==> src/rtl/alu_share_pkg.sv <==
`default_nettype none
// ============================================================================
//  Module   : alu_share_pkg
//  Purpose  : Shared types and default widths for the two-requester ALU
//             sharing arbiter.
//  Revision : 1.0 - initial release
// ============================================================================
package alu_share_pkg;

  // Default operand/result and opcode widths (8-bit ALU, 16 operations).
  localparam int DATA_W_DEF = 8;
  localparam int OP_W_DEF   = 4;

  // Arbiter control states: waiting for a command, ALU evaluating, result held.
  typedef enum logic [1:0] {
    IDLE  = 2'd0,
    ISSUE = 2'd1,
    RESP  = 2'd2
  } state_e;

  // One ALU command as presented by a requester at the default widths.
  typedef struct packed {
    logic [DATA_W_DEF-1:0] a;
    logic [DATA_W_DEF-1:0] b;
    logic [OP_W_DEF-1:0]   op;
  } req_t;

endpackage : alu_share_pkg
`default_nettype wire

==> src/rtl/rr_arb2.sv <==
`default_nettype none
// ============================================================================
//  Module   : rr_arb2
//  Purpose  : Combinational two-way round-robin grant. A lone requester wins
//             outright; on a tie the requester that was not granted last wins.
//  Revision : 1.0 - initial release
// ============================================================================
module rr_arb2 (
  input  logic [1:0] valid_i,
  input  logic       last_grant_i,
  output logic       gnt_valid_o,
  output logic       gnt_id_o
);

  // Pick the winner; the id is only meaningful while gnt_valid_o is high.
  always_comb begin
    gnt_valid_o = |valid_i;
    gnt_id_o    = 1'b0;
    if (valid_i == 2'b11) begin
      gnt_id_o = ~last_grant_i;
    end else begin
      gnt_id_o = valid_i[1];
    end
  end

endmodule : rr_arb2
`default_nettype wire

==> src/rtl/alu_share_arbiter.sv <==
`default_nettype none
// ============================================================================
//  Module   : alu_share_arbiter
//  Purpose  : Shares one combinational ALU between two requesters. Accepts one
//             command at a time (round-robin), registers the ALU operands,
//             captures the result one cycle later and returns it tagged with
//             the requester id over a valid/ready response channel.
//  Revision : 1.0 - initial release
// ============================================================================
module alu_share_arbiter
  import alu_share_pkg::*;
#(
  parameter int DATA_W = DATA_W_DEF,
  parameter int OP_W   = OP_W_DEF
) (
  input  logic              clk,
  input  logic              rst,

  input  logic              req0_valid,
  output logic              req0_ready,
  input  logic [DATA_W-1:0] req0_a,
  input  logic [DATA_W-1:0] req0_b,
  input  logic [OP_W-1:0]   req0_op,

  input  logic              req1_valid,
  output logic              req1_ready,
  input  logic [DATA_W-1:0] req1_a,
  input  logic [DATA_W-1:0] req1_b,
  input  logic [OP_W-1:0]   req1_op,

  output logic [DATA_W-1:0] alu_a,
  output logic [DATA_W-1:0] alu_b,
  output logic [OP_W-1:0]   alu_op,
  input  logic [DATA_W-1:0] alu_y,

  output logic              rsp_valid,
  input  logic              rsp_ready,
  output logic              rsp_id,
  output logic [DATA_W-1:0] rsp_y,

  output logic              busy
);

  // --------------------------------------------------------------------------
  // State
  // --------------------------------------------------------------------------
  state_e              state_q;
  logic                last_grant_q;   // id of the last requester whose response completed
  logic                id_q;           // id of the command currently in flight
  logic [DATA_W-1:0]   alu_a_q;
  logic [DATA_W-1:0]   alu_b_q;
  logic [OP_W-1:0]     alu_op_q;
  logic                rsp_valid_q;
  logic                rsp_id_q;
  logic [DATA_W-1:0]   rsp_y_q;

  // --------------------------------------------------------------------------
  // Arbitration and command selection
  // --------------------------------------------------------------------------
  logic                gnt_valid;
  logic                gnt_id;
  logic                accept;
  logic [DATA_W-1:0]   sel_a;
  logic [DATA_W-1:0]   sel_b;
  logic [OP_W-1:0]     sel_op;

  rr_arb2 u_rr_arb2 (
    .valid_i      ({req1_valid, req0_valid}),
    .last_grant_i (last_grant_q),
    .gnt_valid_o  (gnt_valid),
    .gnt_id_o     (gnt_id)
  );

  // Ready is offered only in IDLE and only to the winner, so it can never be
  // raised toward a requester whose valid is low.
  assign accept     = (state_q == IDLE) && gnt_valid;
  assign req0_ready = accept && !gnt_id;
  assign req1_ready = accept &&  gnt_id;

  assign sel_a  = gnt_id ? req1_a  : req0_a;
  assign sel_b  = gnt_id ? req1_b  : req0_b;
  assign sel_op = gnt_id ? req1_op : req0_op;

  // --------------------------------------------------------------------------
  // Control FSM with registered ALU operands and response outputs
  // --------------------------------------------------------------------------
  // Accept in IDLE, let the ALU settle for one ISSUE cycle, hold the result in RESP.
  always_ff @(posedge clk) begin
    if (rst) begin
      state_q      <= IDLE;
      last_grant_q <= 1'b1;
      id_q         <= 1'b0;
      alu_a_q      <= '0;
      alu_b_q      <= '0;
      alu_op_q     <= '0;
      rsp_valid_q  <= 1'b0;
      rsp_id_q     <= 1'b0;
      rsp_y_q      <= '0;
    end else begin
      case (state_q)
        IDLE: begin
          // Operands change only here, so the ALU inputs are stable otherwise.
          if (accept) begin
            alu_a_q  <= sel_a;
            alu_b_q  <= sel_b;
            alu_op_q <= sel_op;
            id_q     <= gnt_id;
            state_q  <= ISSUE;
          end
        end
        ISSUE: begin
          // Registered operands have been stable for a full cycle; capture.
          rsp_y_q     <= alu_y;
          rsp_id_q    <= id_q;
          rsp_valid_q <= 1'b1;
          state_q     <= RESP;
        end
        RESP: begin
          // Fairness history advances only when the result is consumed.
          if (rsp_ready) begin
            rsp_valid_q  <= 1'b0;
            last_grant_q <= rsp_id_q;
            state_q      <= IDLE;
          end
        end
        default: begin
          rsp_valid_q <= 1'b0;
          state_q     <= IDLE;
        end
      endcase
    end
  end

  // --------------------------------------------------------------------------
  // Outputs
  // --------------------------------------------------------------------------
  assign alu_a     = alu_a_q;
  assign alu_b     = alu_b_q;
  assign alu_op    = alu_op_q;
  assign rsp_valid = rsp_valid_q;
  assign rsp_id    = rsp_id_q;
  assign rsp_y     = rsp_y_q;
  assign busy      = (state_q != IDLE);

endmodule : alu_share_arbiter
`default_nettype wire

==> config.mk <==
export PLATFORM = sky130hd
export DESIGN_NAME = alu_share_arbiter
export DESIGN_NICKNAME = d
export VERILOG_FILES = /design/src/rtl/alu_share_pkg.sv /design/src/rtl/rr_arb2.sv /design/src/rtl/alu_share_arbiter.sv
export SDC_FILE = /design/constraint.sdc
export NUM_CORES = 1
export LEC_CHECK = 0
export BUFFER_PORTS_ARGS = -buffer_cell sky130_fd_sc_hd__buf_2
export CAP_MARGIN = 40
export CORE_ASPECT_RATIO = 0.75
export CORE_MARGIN = 4
export CORE_UTILIZATION = 38
export CTS_CLUSTER_SIZE = 28
export DETAILED_ROUTE_END_ITERATION = 6
export PLACE_DENSITY = 0.74
export SKIP_CTS_REPAIR_TIMING = 1
export SYNTH_ARGS = -nofsm -noshare
export SYNTH_HDL_FRONTEND = slang
export SYNTH_SLANG_ARGS = --single-unit
==> constraint.sdc <==
create_clock -name clk -period 1.1 [get_ports clk]
set_input_delay 0.055 -clock clk [delete_from_list [all_inputs] [get_ports clk]]
set_output_delay 0.055 -clock clk [all_outputs]
set_load 0.1 [all_outputs]
==> results by group, run 1 <==
Outcome
  • Status: finished, violations left
  • Failing checks: negative setup slack

Synth
  • Sequential share of the synthesized area: a little under half
  • Syn_nets: 234
  • Synthesized flop and latch total: 34
  • Syn Inst Count: 181
  • Top post-synthesis cells by count: nand3_1 (40), dfxtp_1 (34), a31oi_1 (20)
  • Yosys warnings: 0
  • Synth top area cells: dfxtp_1 (47%), nand3_1 (14%), a31oi_1 (8.6%), o21ai_1 (6.2%), nand2_1 (4.9%)
  • Yosys top cell area share: approximately 47%
  • Synth area leader: dfxtp_1
  • Post-Syn Area: 1450 sq um
  • Avg Inst Size Synth: between 8 and 9 sq um
  • Netlist cell types: 21
  • Async SR Flop Fraction: 0%
  • Post-synth EDFFs: 0
  • Main synth FF type: dfxtp_1
  • Most numerous cell in the Yosys netlist: nand3_1

Power
  • Pwr per Cell Area: approximately 1600 nW/um^2
  • Leak: 1.06 nW
  • Design Power: about 4.0 mW
  • Peak VDD IR: about 750 uV

STA
  • Max transition margin: a little under three fifths
  • Minimum clock period: roughly 1.4 ns
  • Final Max Slew Viols: 0
  • F_max: between 700 and 800 MHz
  • Max Clock Skew: ~0.0058 ns
  • Final hold violations: 0
  • Final period util: 127%
  • RSZ-0062 raised after global routing: yes
  • Fin worst setup slack: -0.292 ns
  • Final setup vio count: 25
  • Setup TNS: -2.35 ns
  • Slew @ Worst Pin: between 0.6 and 0.7 ns

Cells and area
  • Finished Cell Area: 2570 sq um
  • Area taken by multi-input logic gates: around 700 sq um
  • Nets: ~330
  • Number of fill cells: just under 300
  • Diodes inserted: 0
  • Sequential cell area: a little over 700 sq um
  • Share of cells above drive strength 1: 56.6%
  • Final Util: about 70%
  • Area Overhead vs Synth: 77.0%

Floorplan
  • Row Count: 19
  • I/O pin cnt: 86
  • Die area: between 4000 and 5000 sq um
  • DIE HEIGHT: ~60 microns
  • Starting Density: 39.6%
  • Die Width: ~79 microns
  • Core area: 3660 sq um

Drt
  • First-pass iteration count of the detailed router: 4
  • Vias/cell: around 5.2
  • Remaining antenna violation count: 0
  • Post-route DRC: 0
  • Routed wire length: slightly below 5 mm
  • DRT iter0 DRCs: 76
  • Average wire per standard cell: 15.1 microns
  • Detailed-route via count: 1700

Critical path
  • Worst r2r src: state_q[1]
  • Worst reg2reg path endpoint: alu_b[3]
  • Reg2Reg Setup Slack: -0.12 ns
  • R2R cell count: 5
  • Max FO, Critical Path: 4
  • Kind of critical path: reg2out
  • CP required: between 1 and 1.5 ns
  • Worst Setup End Kind: output pin
  • Data arrival time of the worst path: 1.34 ns
  • CP Launch Type: flip-flop

CTS
  • CTS Root Cell: clkbuf_8
  • Clk Latency, worst-skew pair: around 0.28 ns
  • TritonCTS clock tree: done
  • H-tree depth: 2
  • Clock transition at path regs: ~0.070 ns
  • # clock sinks: 34
  • Clock Tree Buf Depth: 2
  • CTS buffer count: 5

Global route
  • Vias in the first global route: 1577
  • Grt met3 use: roughly 5.7%
  • Gr busiest metal: met2
  • First-pass GRT wire length: 7.29 mm
  • Overall Global Routing Usage: between 10% and 20%
  • Global routing met2 resource utilization: around 29%
  • Met1 usage: a little over a quarter
  • Largest net degree at the start of global routing: 35
  • Grt ovf: 0
  • Initial antenna violation count: 0

Worst hold path
  • Hold path start: alu_y[6]
  • Hold Path Depth: 3
  • Worst min path class: in2reg
  • Hold EP: rsp_y[6]

Placement
  • Port buffer count: between 80 and 90
  • RD Place Congestion: 0.737
  • Placed cell areas: about 2400 sq um
  • DPL Wire Length: 3.40 mm
  • Pre-CTS setup slack: -0.0486 ns

Flow run
  • # Max-Cap Violations: 0
[through the flow]
stage | hold WS (ns) | std cells
floorplan | 0.183 | 181
global placement | 0.291 | 314
detailed placement | 0.293 | 314
CTS | -0.00451 | 322
global route | 0.00284 | 326
finish | 0.00299 | 326
[flip-flops by register name, indices dropped and copies added, names as in the netlist]
signal,flops
id_q,1
rsp_valid,1
state_q,2
rsp_id,1
alu_op,4
alu_b,8
rsp_y,8
last_grant_q,1
alu_a,8
[report_power, final]
group          leakage, nW  internal, mW  switching (mW)  total, mW
Combinational        0.721         0.580            1.09       1.67
Sequential           0.292          1.35          0.0972       1.45
Clock               0.0482         0.505           0.427      0.931
[worst max-delay path, stage by stage (launching register included)]
cell and delay (ns):
dfxtp_4 0.37, a211oi_4 0.24, buf_6 0.15, nand2_4 0.05
clkinvlp_4 0.08, buf_12 0.17
[cells by family after synthesis]
| group | after synthesis | share of synthesized area, % |
|---|---|---|
| muxes | 1 | 0.690 |
| and+or+nand+nor | 75 | 25.3 |
| DFF | 34 | 46.9 |
| buffers and inverters | 19 | 6.90 |
| AOI/OAI and AO/OA | 52 | 20.2 |
[final cells by class]
cell class,count,area share [%]
clock inverter,1,0.195
inverter,1,0.293
tap,52,2.54
timing repair buffer,103,37.3
multi-input combinational,128,28.0
sequential,34,28.3
clock buffer,7,3.36
[worst max path at each step]
stage          slack, ns          to  startpoint
5_1_grt            -0.34  req1_ready  state_q[1]
3_3_place_gp       -0.01  req1_ready  state_q[0]
6_report           -0.29  req1_ready  state_q[1]
2_1_floorplan      -0.18  req0_ready  state_q[0]
3_5_place_dp       -0.05  req1_ready  state_q[0]
4_1_cts            -0.36  req1_ready  state_q[0]
[placed cells by master, fill, tap and decap left out, types with 2 or more instances in the layout]
cell      count
buf_4        13
a21oi_2       3
o21ai_1      20
clkbuf_4      7
dfxtp_2      31
clkbuf_8      6
nand3_1      40
buf_2        54
nand2b_1      3
a21oi_1       8
nand2_1      17
dfxtp_4       2
a31oi_1      20
buf_12       24
nor3_1        2
buf_6         5
nor2_1        4
[routing by layer]
metal  vias to the layer above  routed length (microns)
met5                         -                        0
met4                         0                       77
met3                         7                      402
met2                        78                     2240
met1                       785                     2210
li1                        830                        -
(Power assumes the default switching activity.)
==> inputs of run 2 (changes only) <==
--- a/config.mk
+++ b/config.mk
@@ -9,10 +9,11 @@
 export CAP_MARGIN = 40
 export CORE_ASPECT_RATIO = 0.75
 export CORE_MARGIN = 4
-export CORE_UTILIZATION = 38
+export CORE_UTILIZATION = 40
+export CTS_BUF_LIST = sky130_fd_sc_hd__clkbuf_4 sky130_fd_sc_hd__clkbuf_8
 export CTS_CLUSTER_SIZE = 28
 export DETAILED_ROUTE_END_ITERATION = 6
-export PLACE_DENSITY = 0.74
+export PLACE_DENSITY = 0.78
 export SKIP_CTS_REPAIR_TIMING = 1
 export SYNTH_ARGS = -nofsm -noshare
 export SYNTH_HDL_FRONTEND = slang
==> results by group, run 2 (synthesis gave the netlist of run 1 again) <==
Outcome
  • Status: finished, violations left
  • Failing checks: negative hold slack, negative setup slack

Floorplan
  • Core area: between 3000 and 4000 sq um
  • Die area: ~4700 sq um
  • I/O pin cnt: 86
  • Starting Density: about 43%
  • Die Width: just under 80 microns
  • Row Count: 18
  • DIE HEIGHT: 60.1 microns

STA
  • Final period util: 136%
  • Max Clock Skew: 0.00808 ns
  • RSZ-0062 raised after global routing: yes
  • Final Max Slew Viols: 0
  • WHS: -0.0182 ns
  • Final setup vio count: 31
  • Minimum clock period: between 1 and 1.5 ns
  • F_max: approximately 670 MHz
  • Setup TNS: -5.44 ns
  • Max transition margin: between 60% and 70%
  • Final hold violations: 4
  • Slew @ Worst Pin: between 0.5 and 0.6 ns
  • Fin worst setup slack: -0.396 ns

Global route
  • Overall Global Routing Usage: between 20% and 30%
  • First-pass GRT wire length: a little over 8 mm
  • Vias in the first global route: 1671
  • Grt ovf: 0
  • Largest net degree at the start of global routing: 24
  • Initial antenna violation count: 0

Power
  • Sequential Power Share: between 30 and 40%
  • Leak: between 1 and 1.5 nW
  • P_int: 2.99 mW
  • Peak VDD IR: between 1000 and 1500 uV
  • Switching power: between 1.5 and 2 mW
  • Design Power: 4.74 mW
  • Pwr per Cell Area: between 1500 and 2000 nW/um^2
  • Sw frac: 36.9%
  • Clock network power share: 29.4%
  • Comb pwr share: between 30 and 40%

CTS
  • CTS buffer count: 5
  • CTS Root Cell: clkbuf_8
  • # clock sinks: 34
  • Clock transition at path regs: around 0.08 ns
  • Clock Tree Buf Depth: 2
  • Clk Latency, worst-skew pair: around 0.29 ns
  • TritonCTS clock tree: done
  • H-tree depth: 2

Cells and area
  • Layout Cells excl Fill: ~330
  • Leading cell type in the layout, fill and taps excluded: buf_2
  • Share of cells above drive strength 1: 62.5%
  • Number of fill cells: roughly 170
  • Area Overhead vs Synth: 100%
  • Diodes inserted: 0
  • Finished Cell Area: between 2000 and 3000 sq um
  • Final Util: a little under nine tenths
  • Nets: approximately 340
  • Commonest cells after routing, fill and taps aside: buf_2 (52), buf_12 (33), dfxtp_2 (30)

Worst hold path
  • Hold path start: alu_y[5]
  • Worst min path class: in2reg

Flow run
  • # Max-Cap Violations: 0

Critical path
  • Worst Setup End Kind: output pin
  • Data arrival time of the worst path: about 1.4 ns
  • Kind of critical path: reg2out
  • CP Launch Type: flip-flop
  • Max FO, Critical Path: 8
  • Worst r2r src: state_q[1]
  • CP required: between 1 and 1.5 ns
  • CP startpoint: state_q[1]

Placement
  • Pre-CTS setup slack: -0.0851 ns
  • Inst Count DP: between 300 and 400
  • RD Place Congestion: 0.848
  • Placed cell areas: about 2500 sq um
  • DPL Wire Length: ~3.5 mm
  • Port buffer count: 85

Drt
  • First-pass iteration count of the detailed router: 4
  • DRT iter0 DRCs: around 100
  • Post-route DRC: 0
  • Vias/cell: about 5.6
  • Remaining antenna violation count: 0
  • Average wire per standard cell: around 18 microns
  • Routed wire length: ~6.0 mm
  • Detailed-route via count: 1835
[run 2: changes by cell type in the layout (fill, tap and decap cells not counted), sizes merged]
| cell | previous run | this run |
|---|---|---|
| buf | 96 | 110 |
| bufinv | 0 | 2 |
| clkbuf | 14 | 9 |
[run 2: cell type report]
cell class	instances	area, sq um	area share, %
well taps	40	50.0	1.72
clock buffers	5	68.8	2.37
clock inverters	3	68.8	2.37
repair buffers	114	1200	41.2
inverters	1	7.51	0.258
multi-input cells	128	788	27.1
flip-flops and latches	34	726	25.0
[run 2: metal layers]
metal / vias to the layer above / part of all wire, % / global-route usage (%)
met5: - / 0 / 0
met4: 0 / 4.4 / 11.7
met3: 23 / 7.4 / 5.72
met2: 93 / 49 / 36.3
met1: 864 / 39 / 28.2
li1: 855 / - / -
[run 2: power by group through the flow]
stage	combinational (mW)	clock, mW	sequential, mW
5_1_grt	1.95	1.45	1.48
3_5_place_dp	1.68	0	1.48
3_3_place_gp	1.66	0	1.48
4_1_cts	1.69	1.40	1.46
6_report	1.88	1.39	1.47
2_1_floorplan	0.437	0	2.08
[run 2: worst paths after layout]
| path | depth (start not counted) | slack, ns | to |
|---|---|---|---|
| min reg2reg | 2 | 0.46 | rsp_y[6] |
| min | 3 | -0.02 | rsp_y[5] |
| max | 5 | -0.40 | req1_ready |
| max reg2reg | 6 | -0.26 | alu_b[1] |
[run 2: worst max-delay path, cell delays in order (launching register included)]
cell and delay [ns]:
dfxtp_4 0.38, a211oi_4 0.29, buf_6 0.17, nand2_4 0.06, clkinvlp_4 0.08, buf_12 0.16
